File: src/rtl/sal_ref_ctrl.sv
// Periodic DRAM auto-refresh controller: tREFI interval ticks, postponed-refresh
// accounting, and a req/gnt handshake followed by a tRFC busy window.
module sal_ref_ctrl #(
  parameter int TREFI_W      = 16,
  parameter int TRFC_W       = 8,
  parameter int MAX_POSTPONE = 8,
  parameter int CNT_W        = 4
) (
  input  logic               clk,
  input  logic               rst_n,
  input  logic               ref_en_i,
  input  logic [TREFI_W-1:0] trefi_i,
  input  logic [TRFC_W-1:0]  trfc_i,
  output logic               ref_req_o,
  input  logic               ref_gnt_i,
  output logic               ref_busy_o,
  output logic [CNT_W-1:0]   pending_o,
  output logic               urgent_o,
  output logic               ovf_o
);

  typedef enum logic [1:0] {
    IDLE = 2'd0,
    REQ  = 2'd1,
    RFC  = 2'd2
  } state_t;

  localparam logic [CNT_W-1:0] PEND_MAX = CNT_W'(MAX_POSTPONE);

  state_t              state;
  logic [TREFI_W-1:0]  icnt;
  logic [TRFC_W-1:0]   rcnt;
  logic [TRFC_W-1:0]   rcnt_load;
  logic [CNT_W-1:0]    pending;
  logic [CNT_W-1:0]    pend_nxt;
  logic                ival_on;
  logic                tick;
  logic                grant;
  logic                sat;

  // Handshake: ref_req_o is high exactly while in REQ; a cycle with
  // ref_req_o=1 and ref_gnt_i=1 is one accepted REF. Grants at any other
  // time are ignored.
  assign ival_on   = ref_en_i && (trefi_i != '0);
  // >= rather than == so a mid-interval shrink of trefi_i ticks immediately.
  assign tick      = ival_on && (icnt >= (trefi_i - TREFI_W'(1)));
  assign grant     = (state == REQ) && ref_gnt_i;
  assign rcnt_load = (trfc_i == '0) ? '0 : (trfc_i - TRFC_W'(1));
  assign pending_o = pending;

  always_ff @(posedge clk) begin
    if (!rst_n) begin
      icnt <= '0;
    end else if (!ival_on || tick) begin
      icnt <= '0;
    end else begin
      icnt <= icnt + TREFI_W'(1);
    end
  end

  always_comb begin
    pend_nxt = pending;
    sat      = 1'b0;
    if (tick && !grant) begin
      if (pending == PEND_MAX) begin
        sat = 1'b1;
      end else begin
        pend_nxt = pending + CNT_W'(1);
      end
    end else if (grant && !tick && (pending != '0)) begin
      pend_nxt = pending - CNT_W'(1);
    end
  end

  always_ff @(posedge clk) begin
    if (!rst_n) begin
      pending  <= '0;
      urgent_o <= 1'b0;
      ovf_o    <= 1'b0;
    end else begin
      pending  <= pend_nxt;
      urgent_o <= (pend_nxt == PEND_MAX);
      if (sat) begin
        ovf_o <= 1'b1;
      end
    end
  end

  always_ff @(posedge clk) begin
    if (!rst_n) begin
      state      <= IDLE;
      rcnt       <= '0;
      ref_req_o  <= 1'b0;
      ref_busy_o <= 1'b0;
    end else begin
      case (state)
        IDLE: begin
          if (ref_en_i && (pending != '0)) begin
            state     <= REQ;
            ref_req_o <= 1'b1;
          end
        end
        REQ: begin
          // A grant in the same cycle as an enable drop still issued a REF.
          if (ref_gnt_i) begin
            state      <= RFC;
            rcnt       <= rcnt_load;
            ref_req_o  <= 1'b0;
            ref_busy_o <= 1'b1;
          end else if (!ref_en_i) begin
            state     <= IDLE;
            ref_req_o <= 1'b0;
          end
        end
        RFC: begin
          if (rcnt == '0) begin
            ref_busy_o <= 1'b0;
            if (ref_en_i && (pending != '0)) begin
              state     <= REQ;
              ref_req_o <= 1'b1;
            end else begin
              state <= IDLE;
            end
          end else begin
            rcnt <= rcnt - TRFC_W'(1);
          end
        end
        default: begin
          state      <= IDLE;
          ref_req_o  <= 1'b0;
          ref_busy_o <= 1'b0;
        end
      endcase
    end
  end

endmodule

File: config.mk
export PLATFORM = sky130hd
export DESIGN_NAME = sal_ref_ctrl
export DESIGN_NICKNAME = d
export VERILOG_FILES = /design/src/rtl/sal_ref_ctrl.sv
export SDC_FILE = /design/constraint.sdc
export NUM_CORES = 1
export LEC_CHECK = 0
export CAP_MARGIN = 5
export CORE_MARGIN = 2
export CORE_UTILIZATION = 34
export DETAILED_ROUTE_END_ITERATION = 10
export DONT_BUFFER_PORTS = 1
export GPL_TIMING_DRIVEN = 0
export PLACE_DENSITY = 0.47
export SLEW_MARGIN = 30
export SYNTH_ARGS = -nofsm -noshare
export SYNTH_HDL_FRONTEND = slang
export SYNTH_SLANG_ARGS = --single-unit
File: constraint.sdc
create_clock -name clk -period 9.6 [get_ports clk]
set_clock_uncertainty 0.1 [all_clocks]
set_input_delay 1.44 -clock clk [delete_from_list [all_inputs] [get_ports clk]]
set_output_delay 1.44 -clock clk [all_outputs]
set_load 0.005 [all_outputs]
Word-level counts from Yosys, hierarchy flattened
Index checks and enable logic that the tools add are counted.

$lt $le $gt $ge: 1. Bitwise logic cells: 2. Reductions and logical operators: 22. Eq/ne operators: 9. Muxes and demuxes: 23. $add $sub $neg: 6.

Operator list (number): $mux 8 (3); $add 16x1->16 const B (1); $ge 16x16->1 (1); $logic_not 8->1 (2); $pmux 8 s2 (1); $reduce_bool 16->1 (1); $sub 16x1->16 const B (1); $sub 8x1->8 const B (2); $mux 4 (3); $mux 1 (9); $reduce_and 3->1 (3); $eq 4x4->1 const B (2); $mux 2 (4); $ne 2x2->1 const B (4); $logic_and 1x1->1 (7); $pmux 1 s3 (2); $pmux 2 s3 (1); $add 4x1->4 const B (1); $reduce_bool 4->1 (1); $sub 4x1->4 const B (1); $logic_not 1->1 (3); $ne 3x3->1 const B (1); $eq 2x1->1 const B (1); $eq 2x2->1 const B (1); 6 further kinds (7).

Register bits: 34. Bits of input ports: 28. Output and inout port bits: 8. Word-level logic and storage cells: 71.

Logic depth before layout (Yosys ltp)
Gate-level depths: netlist of run 1.

Word-level depth: 9. Gate-level depth with buffers: 16. Gate-level depth less buffers: 15.

Worst setup path after synthesis of run 1
OpenSTA, ideal clock, no wires.

Kind: in2reg. Start point: input port trefi_i[0]. End point: register urgent_o. Stages on the path: 15. Arrival time: 5.213 ns. Buffers on the path: 1. Setup slack: 4.227 ns. Cells stage by stage: nor3_1 or3b_2 or4_1 nor3_1 xnor2_1 ha_1 a211oi_1 nor2_1 or4_2 a41oi_2 nand2b_1 buf_6 mux2i_1 xor2_1 and4_1.

Word-level cells in the longest chain between the ends: 9.

Ends and longest elaborated chain: start: declaration (RTL line 12) `input logic [TREFI_W-1:0] trefi_i,`; $sub 16x1->16 or $reduce_bool 16->1 (tied branches) (RTL line 46, 44); $ge 16x16->1 or $logic_and 1x1->1 (tied branches) (RTL line 46, 44); $logic_and 1x1->1 (*) (RTL line 46) `assign tick = ival_on && (icnt >= (trefi_i - TREFI_W'(1)));`; $logic_not 1->1 (RTL line 70) `end else if (grant && !tick && (pending != '0)) begin`; $logic_and 1x1->1 (2 in a row) (RTL line 70); $mux 4 (RTL line 70); $mux 4 (*) (RTL line 64) `if (tick && !grant) begin`; $eq 4x4->1 (*) (RTL line 82) `urgent_o <= (pend_nxt == PEND_MAX);`; end signal: assignment (RTL line 82); end: declaration (RTL line 18) `output logic urgent_o,`.

Every way passes the cells marked *; elsewhere a longest branch is shown, timed or not. A chain may end at the register's enable or synchronous reset.

Worst setup path in the final report of run 1
Same ends and word-level chain as after synthesis.

==> summary.md, run 1 <==
| Metric | Value |
|---|---|
| Outcome | finished clean |
| Proportion of synthesized area in mux cells | 0.00820 |
| Routed metal-1 wire length | roughly 2800 µm |
| Height of the die | between 80 and 90 µm |
| Pin count of the biggest net entering global routing | 12 |
| Worst Hold Slack | between 0.3 and 0.4 ns |
| Setup crit end kind | flip-flop |
| Number of rows created at floorplan | 30 |
| Worst-path cell chain | nor3_1 -> or3b_2 -> or4_1 -> nor3_1 -> xnor2_1 -> ha_1 -> a211oi_1 -> nor2_1 -> or4_2 -> a41oi_2 -> nand2b_1 -> buf_6 -> mux2i_1 -> xor2_1 -> and4_1 |
| ANT nets after route | 0 |
| Count of unique library cells instantiated by Yosys | just under 50 |
| Final Max Tran Viols | 0 |
| Final Hold Vio Count | 0 |
| Setup TNS | 0 ns |
| Count of placed standard cells in the final layout, fillers left out | about 410 |
| Clock-pin slew on the worst setup and hold paths | around 0.07 ns |
| Aggregate global routing overflow | 0 |
| Number of buffers created by CTS | 5 |
| GR Util All Layers | 0.146 |
| Post-route DRC violation count | 0 |
| Ys Warns | 0 |
| Full die area | between 7000 and 8000 µm² |
| Initial DRC count | 47 |
| Final antenna diode count | 0 |
| Routed wire length on met3 | approximately 220 µm |
| Global-route wire length before repair | 8770 µm |
| Last weighted congestion value of the routability-driven placer | roughly 0.76 |
| Hold WC Path Type | reg -> reg |
| Worst path most repeated cell | sky130_fd_sc_hd__nor3_1 |
| Cell class contributing the biggest share of worst-path delay | simple AND/OR/NAND/NOR gates |
| TritonCTS clock tree | yes |
| EDFF count, synth | 0 |
| Starting density of the core | 0.356 |
| Worst Tran Pin Value | between 0.8 and 0.9 ns |
| Leading register cell type out of synthesis | sky130_fd_sc_hd__dfxtp_1 |
| Routed vias | 2,105 |
| Final non-filler cell area | 2660 µm² |
| # setup viols final | 0 |
| Post-synthesis adder-cell area fraction | 0.118 |
| Xor/xnor share of the synthesized area | 0.129 |
| Relative max-transition margin | 0.421 |
| Synthesized instance count | between 300 and 400 |
| Number of placed I/O pins | 36 |
| Worst Path Required | between 9 and 10 ns |
| Die width | between 80 and 90 µm |
| Unrepaired setup endpoints after global routing | no |
| Total placed instance area | around 2600 µm² |
| Share of flip-flops with an asynchronous set or reset after synthesis | 0 |
| Setup bufs post-CTS | 0 |
| Placed Cells incl. Taps | slightly above 400 |
| Drt via density | 5.11 |
| Number of global-route vias before repair | about 1,900 |
| Clock sinks | 34 |
| Power per unit of standard cell area | between 100 and 150 nW/µm² |
| Multi-input logic area | about 1700 µm² |
| Syn Area/Cell | 7.93 µm² |
| Highest metal layer with signal wires | met4 |
| Fmax achieved | ~180 MHz |
| Wire length after detailed routing | between 5000 and 6000 µm |
| Post-cts gate resize count | 0 |
| Ratio of cells with drive above 1 in the final layout | 0.0601 |
| Critical Setup Path Class | in -> reg |
| Count of input and output buffers | 0 |
| Share of synthesized cell area in and, or, nand and nor gates | 0.292 |
| Clock latency of the later-clocked register in the worst-skew pair | roughly 0.29 ns |
| Data arrival time of the critical path | 5.58 ns |
| Combinational family with the most area after synthesis | simple AND/OR/NAND/NOR gates |
| Final routed wire length divided by cell count | 13.6 µm |
| Critical Path Source Type | input port |
| Maximum fanout along the worst path | 8 |
| Final cycle utilization of the critical path | 0.567 |
| Max_cap viols | 0 |
| Final-layout fill cell count | 730 |
| Area of the core | slightly below 7000 µm² |
| Area Growth Syn to Fin | 8.81% |
| Count of state elements after synthesis | 34 |
| Peak supply drop | about 0.000046 V |
| Synth Area in Compound Gates | 0.139 |
| Net count after synthesis | approximately 360 |
| Worst path max stage delay | approximately 0.66 ns |
| Crit path time final | about 5.4 ns |
| Initial antenna violation count | 0 |
| Register area | 681 µm² |
| CTS root buf | sky130_fd_sc_hd__clkbuf_8 |
| Net count, final | 366 |
| Number of hold-repair buffers added at the cts stage | 0 |
| Leakage | approximately 0.97 nW |
| Post-synthesis instance area | 2440 µm² |
| Count of buffer and inverter cells on the critical path | 1 |
| Register area share after synthesis | 0.279 |
| Slack of the worst reg-to-reg path | 6.60 ns |
| Pre-antenna DRT Iters | 4 |
| Highest-delay cell along the critical path | sky130_fd_sc_hd__or4_2 |
| Longest Clk Path Bufs | 2 |
| Length of routed met2 wiring | about 2500 µm |
| H-tree depth reported by CTS | 2 |
| Half-perimeter wire length after placement | around 4400 µm |
-- sequential cells by signal, summed over array words and instances (netlist names) --
signal      cells
ovf_o           1
ref_busy_o      1
state           2
rcnt            8
ref_req_o       1
urgent_o        1
icnt           16
pending_o       4
-- path summary, 6_finish.rpt --
kind | from | to | depth (start not counted)
hold reg to reg | icnt[0] | icnt[0] | 1
setup / recovery | trefi_i[0] | urgent_o | 15
hold / removal | icnt[0] | icnt[0] | 1
setup reg to reg | icnt[13] | urgent_o | 10
-- where the power goes --
| part | leakage, nW | internal, mW | switching [mW] |
|---|---|---|---|
| logic | 0.649 | 0.0181 | 0.0222 |
| clock network | 0.0472 | 0.0577 | 0.0553 |
| registers | 0.274 | 0.144 | 0.00425 |
-- synthesized netlist by cell type (2+ instances only) --
cell | instances | share of area
sky130_fd_sc_hd__mux2i_1 | 2 | 0.0082
sky130_fd_sc_hd__and2_1 | 2 | 0.0051
sky130_fd_sc_hd__a21oi_1 | 11 | 0.023
sky130_fd_sc_hd__nor3_1 | 13 | 0.027
sky130_fd_sc_hd__or4_2 | 2 | 0.0072
sky130_fd_sc_hd__a211oi_1 | 3 | 0.0092
sky130_fd_sc_hd__o221ai_1 | 3 | 0.011
sky130_fd_sc_hd__o21ai_0 | 13 | 0.027
sky130_fd_sc_hd__nand4_1 | 4 | 0.010
sky130_fd_sc_hd__or4_1 | 3 | 0.0092
sky130_fd_sc_hd__xnor2_1 | 23 | 0.082
sky130_fd_sc_hd__xor2_1 | 13 | 0.047
sky130_fd_sc_hd__dfxtp_1 | 34 | 0.28
sky130_fd_sc_hd__nand3b_1 | 2 | 0.0061
sky130_fd_sc_hd__o31a_1 | 2 | 0.0072
sky130_fd_sc_hd__clkbuf_1 | 6 | 0.0092
sky130_fd_sc_hd__nand2_1 | 19 | 0.029
sky130_fd_sc_hd__o32ai_1 | 2 | 0.0072
sky130_fd_sc_hd__ha_1 | 23 | 0.12
sky130_fd_sc_hd__nand2b_1 | 5 | 0.013
sky130_fd_sc_hd__inv_1 | 14 | 0.022
sky130_fd_sc_hd__a22oi_1 | 4 | 0.012
sky130_fd_sc_hd__nor4_1 | 4 | 0.010
sky130_fd_sc_hd__nand3_1 | 13 | 0.027
sky130_fd_sc_hd__or3_1 | 2 | 0.0051
sky130_fd_sc_hd__nor2_1 | 58 | 0.089
sky130_fd_sc_hd__and3_1 | 4 | 0.010
sky130_fd_sc_hd__nor4b_1 | 2 | 0.0072
sky130_fd_sc_hd__a211o_1 | 2 | 0.0072
-- logic make-up after synthesis --
family | count (synthesis)
mux | 2
simple gates | 143
flops | 34
compound gates | 49
xor+xnor | 36
fa+ha+maj | 23
buf+inv | 21
-- area by class of cell --
| class | count | share of cell area |
|---|---|---|
| Buffer | 7 | 0.0127 |
| Multi-Input combinational cell | 253 | 0.630 |
| Clock buffer | 6 | 0.0311 |
| Inverter | 14 | 0.0198 |
| Tap cell | 96 | 0.0452 |
| Clock inverter | 2 | 0.00471 |
| Sequential cell | 34 | 0.256 |
-- cells in the final DEF (no fill, tap or decap), drive strengths merged, types with 5 or more instances in the layout --
cell    instances
a21oi          11
clkbuf         12
dfxtp          34
ha             23
inv            14
nand2          19
nand2b          5
nand3          13
nor2           58
nor3           14
o21ai          13
or4             6
xnor2          23
xor2           13
-- worst reg2reg max path, delay by kind of cell (launching register included) --
kind	cells	cell delay, ns
flip-flops	1	0.34
adder cells (fa/ha/maj)	1	0.32
AO/OA/AOI/OAI	2	0.56
buffers and inverters	1	0.13
AND/OR/NAND/NOR	4	1.11
XOR/XNOR	1	0.17
multiplexers	1	0.21
-- per-layer routing --
layer,track usage,vias to the layer above
met2,0.225,33
met1,0.200,959
met5,0,-
met4,0.0565,0
li1,-,1108
met3,0.0299,5
-- metrics by stage --
stage          power (mW)  worst slack [ns]  utilization
3_5_place_dp        0.192              3.83        0.373
6_report            0.302              4.15        0.387
5_1_grt             0.321              3.83        0.387
4_1_cts             0.307              4.13        0.387
3_3_place_gp        0.192              3.79        0.373
2_1_floorplan       0.183              4.23            -
Power figures use the tool's default switching activity.
==> run 2: changes to the inputs <==
Settings changed: PLACE_DENSITY 0.47 to 0.49.
Clock period 9.6 ns to 4.65 ns, I/O delays scaled along.
==> run 2 against run 1 <==
Die area stayed put. Global-route usage is essentially flat. Hold slack got worse by 0.0034 ns. First-iteration DRC count grew 6.4%. Register-to-register slack worse by 4.8 ns. Cell count up 0.24%. Highest routed layer unchanged.
==> summary.md, run 2 (synthesized netlist as in run 1, its figures left out) <==
| Metric | Value |
|---|---|
| Height of the die | 88.8 µm (unchanged) |
| Number of placed I/O pins | 36 (unchanged) |
| Count of input and output buffers | 0 (unchanged) |
| Number of buffers created by CTS | 5 (unchanged) |
| Relative max-transition margin | 0.447 (+0.0263) |
| Pint | 0.436 mW (+98%) |
| Longest Clk Path Bufs | 2 (unchanged) |
| Area of the core | 6870 µm² (unchanged) |
| Combinational group share of total power | 0.139 (+0.006) |
| Fraction of power spent switching nets | 0.275 (+0.00401) |
| Critical Path Source Type | input port |
| Outcome | finished clean |
| Pre-antenna DRT Iters | 4 (unchanged) |
| Post-route DRC violation count | 0 (unchanged) |
| Cell class contributing the biggest share of worst-path delay | simple AND/OR/NAND/NOR gates |
| Total placed instance area | 2560 µm² (unchanged) |
| ANT nets after route | 0 (unchanged) |
| Area Growth Syn to Fin | 11.0% |
| Hold Path Sink | icnt[0] |
| Pin count of the biggest net entering global routing | 11 (-1) |
| Worst path most repeated cell | sky130_fd_sc_hd__or4_4 |
| Global-route wire length before repair | 8960 µm (+2.2%) |
| Number of flip-flops in the largest register | 16 (unchanged) |
| Final Hold Vio Count | 0 (unchanged) |
| Last weighted congestion value of the routability-driven placer | 0.775 (+1.5%) |
| Startpoint of the most critical hold path | icnt[0] |
| Critical Setup Path Class | in -> reg |
| Initial antenna violation count | 0 (unchanged) |
| Power per unit of standard cell area | 222 nW/µm² (+95%) |
| Post-Place Setup Slack | -0.381 ns (-4.21 ns) |
| Final Max Tran Viols | 0 (unchanged) |
| Unrepaired setup endpoints after global routing | no |
| Sequential fraction of design power | 0.509 (+0.017) |
| R2r worst-path depth | 10 (unchanged) |
| Worst path max stage delay | 0.58 ns (-0.08 ns) |
| Drt via density | 5.15 (+0.75%) |
| Crit path time final | between 4 and 5 ns |
| Final cycle utilization of the critical path | 0.944 |
| # setup viols final | 0 (unchanged) |
| Max_cap viols | 0 (unchanged) |
| Wire length after detailed routing | 5570 µm (-0.61%) |
| Final routed wire length divided by cell count | 13.5 µm (-0.85%) |
| Worst Tran Pin Value | 0.823 ns (-0.0391 ns) |
| Highest-delay cell along the critical path | sky130_fd_sc_hd__or4_4 |
| Fmax achieved | around 230 MHz |
| Data arrival time of the critical path | 4.52 ns (-1.06 ns) |
| Clock latency of the later-clocked register in the worst-skew pair | 0.29 ns (about the same) |
| Clock sinks | 34 (unchanged) |
| Leading cell types in the layout, fill and taps excluded | sky130_fd_sc_hd__nor2_1, sky130_fd_sc_hd__dfxtp_1, sky130_fd_sc_hd__xnor2_1 |
| CTS root buf | sky130_fd_sc_hd__clkbuf_8 |
| Slack of the worst reg-to-reg path | 1.79 ns (-4.81 ns) |
| FF-to-FF End | urgent_o |
| Ratio of cells with drive above 1 in the final layout | 0.0852 (+0.0250) |
| Count of buffer and inverter cells on the critical path | 2 (+1) |
| Number of global-route vias before repair | 1,953 (+4.2%) |
| Peak supply drop | 0.0000865 V (+86%) |
| Net switching power | 0.165 mW (+100%) |
| Initial DRC count | 50 (+6.4%) |
| Setup crit end kind | flip-flop |
| Clock group share of total power | 0.352 (-0.022) |
| Half-perimeter wire length after placement | 4260 µm (-2.4%) |
| Setup TNS | 0 ns (unchanged) |
| Routed vias | 2,126 (+1.0%) |
| GR Util All Layers | 0.146 (+0.000464) |
| Starting density of the core | 0.356 (unchanged) |
| Most common cell after layout, fill and taps aside | sky130_fd_sc_hd__nor2_1 |
| Post-layout worst setup margin | 0.259 ns (-3.89 ns) |
| Full die area | 7880 µm² (unchanged) |
| H-tree depth reported by CTS | 2 (unchanged) |
| Worst Path Required | 4.78 ns (-4.95 ns) |
| Net count, final | 368 (+0.55%) |
| Final non-filler cell area | 2710 µm² (+2.0%) |
| Aggregate global routing overflow | 0 (unchanged) |
| Die width | 88.8 µm (unchanged) |
| TritonCTS clock tree | yes |
| FF-to-FF Start | icnt[3] |
| Final antenna diode count | 0 (unchanged) |
| Hold WC Path Type | reg -> reg |
| Worst-path cell chain | inv_1 -> ha_2 -> or4b_4 -> or4_4 -> nor4_4 -> xnor2_1 -> ha_1 -> o21ai_0 -> nor2_1 -> or4_4 -> a41oi_4 -> nand2b_1 -> buf_6 -> mux2i_2 -> xor2_1 -> and4_1 |
| Reg with most FFs | icnt |
| Leakage | 0.976 nW (+0.59%) |
| Maximum fanout along the worst path | 8 (unchanged) |
| Clock-pin slew on the worst setup and hold paths | 0.07 ns (about the same) |
| Number of rows created at floorplan | 30 (unchanged) |
| Hold Path Depth | 1 (unchanged) |
-- run 2: cell count changes in the layout (fill, tap and decap cells not counted), moves of 2 or more --
cell / change
sky130_fd_sc_hd__buf_4: +2
sky130_fd_sc_hd__nor3_1: -2
sky130_fd_sc_hd__nor3_2: +2
sky130_fd_sc_hd__or4_4: +2
-- run 2: worst max-delay path by stage --
stage / startpoint / to / slack [ns] / cells past startpoint
2_1_floorplan: trefi_i[0] / urgent_o / 0.02 / 15
3_3_place_gp: trefi_i[0] / urgent_o / -0.40 / 15
3_5_place_dp: trefi_i[0] / urgent_o / -0.38 / 15
4_1_cts: trefi_i[0] / urgent_o / 0.05 / 15
5_1_grt: trefi_i[0] / urgent_o / 0.09 / 16
6_report: trefi_i[0] / urgent_o / 0.26 / 16
-- run 2: area by class of cell --
type | count | area (µm²)
well taps | 96 | 120
fillers | 710 | 4160
clock inverters | 2 | 10.0
repair buffers | 2 | 15.0
inverters | 14 | 52.6
flip-flops and latches | 34 | 681
plain buffers | 7 | 33.8
multi-input cells | 253 | 1730
clock buffers | 5 | 68.8
-- run 2: timing repair --
item | in CTS | in global routing
pin swaps | 0 | 2
resized for setup | 2 | 8
setup buffers | 2 | 0
endpoints found under the setup margin | 12 | 14
hold buffers | 0 | 0
cloned | 0 | 0
-- run 2: stage by stage --
| step | instances | hold WS, ns | total power [mW] | utilization |
|---|---|---|---|---|
| global route | 413 | 0.411 | 0.637 | 0.395 |
| global placement | 404 | 0.353 | 0.396 | 0.373 |
| CTS | 413 | 0.379 | 0.611 | 0.389 |
| detailed placement | 404 | 0.352 | 0.396 | 0.373 |
| floorplan | 308 | 0.330 | 0.378 | - |
| finish | 413 | 0.368 | 0.602 | 0.395 |
-- run 2: metal layers --
layer / wire length (µm) / track usage / vias up
met5: 0 / 0 / -
met4: 77 / 0.0372 / 0
met3: 404 / 0.0466 / 8
met2: 2500 / 0.225 / 42
met1: 2590 / 0.199 / 967
li1: - / - / 1109
-- run 2: power by group through the flow --
stage,clock network (mW),registers [mW],logic (mW)
6_report,0.211,0.306,0.0837
4_1_cts,0.221,0.307,0.0840
3_3_place_gp,0,0.314,0.0824
3_5_place_dp,0,0.313,0.0826
5_1_grt,0.232,0.308,0.0970
2_1_floorplan,0,0.311,0.0671
==> run 3: changes to the inputs <==
Settings changed: PLACE_DENSITY 0.49 to 0.47.
Clock period 4.65 ns to 5.7 ns, I/O delays scaled along.
==> results of run 3 <==
The final DEF is identical to that of run 1. Status: finished clean.
Among the figures that moved: setup slack after placement 3.83 ns -> 0.513 ns; setup slack after layout 4.15 ns -> 0.838 ns; register-to-register setup slack 6.60 ns -> 2.70 ns; total power 0.302 mW -> 0.508 mW; worst IR drop on VDD 0.0000464 V -> 0.0000782 V
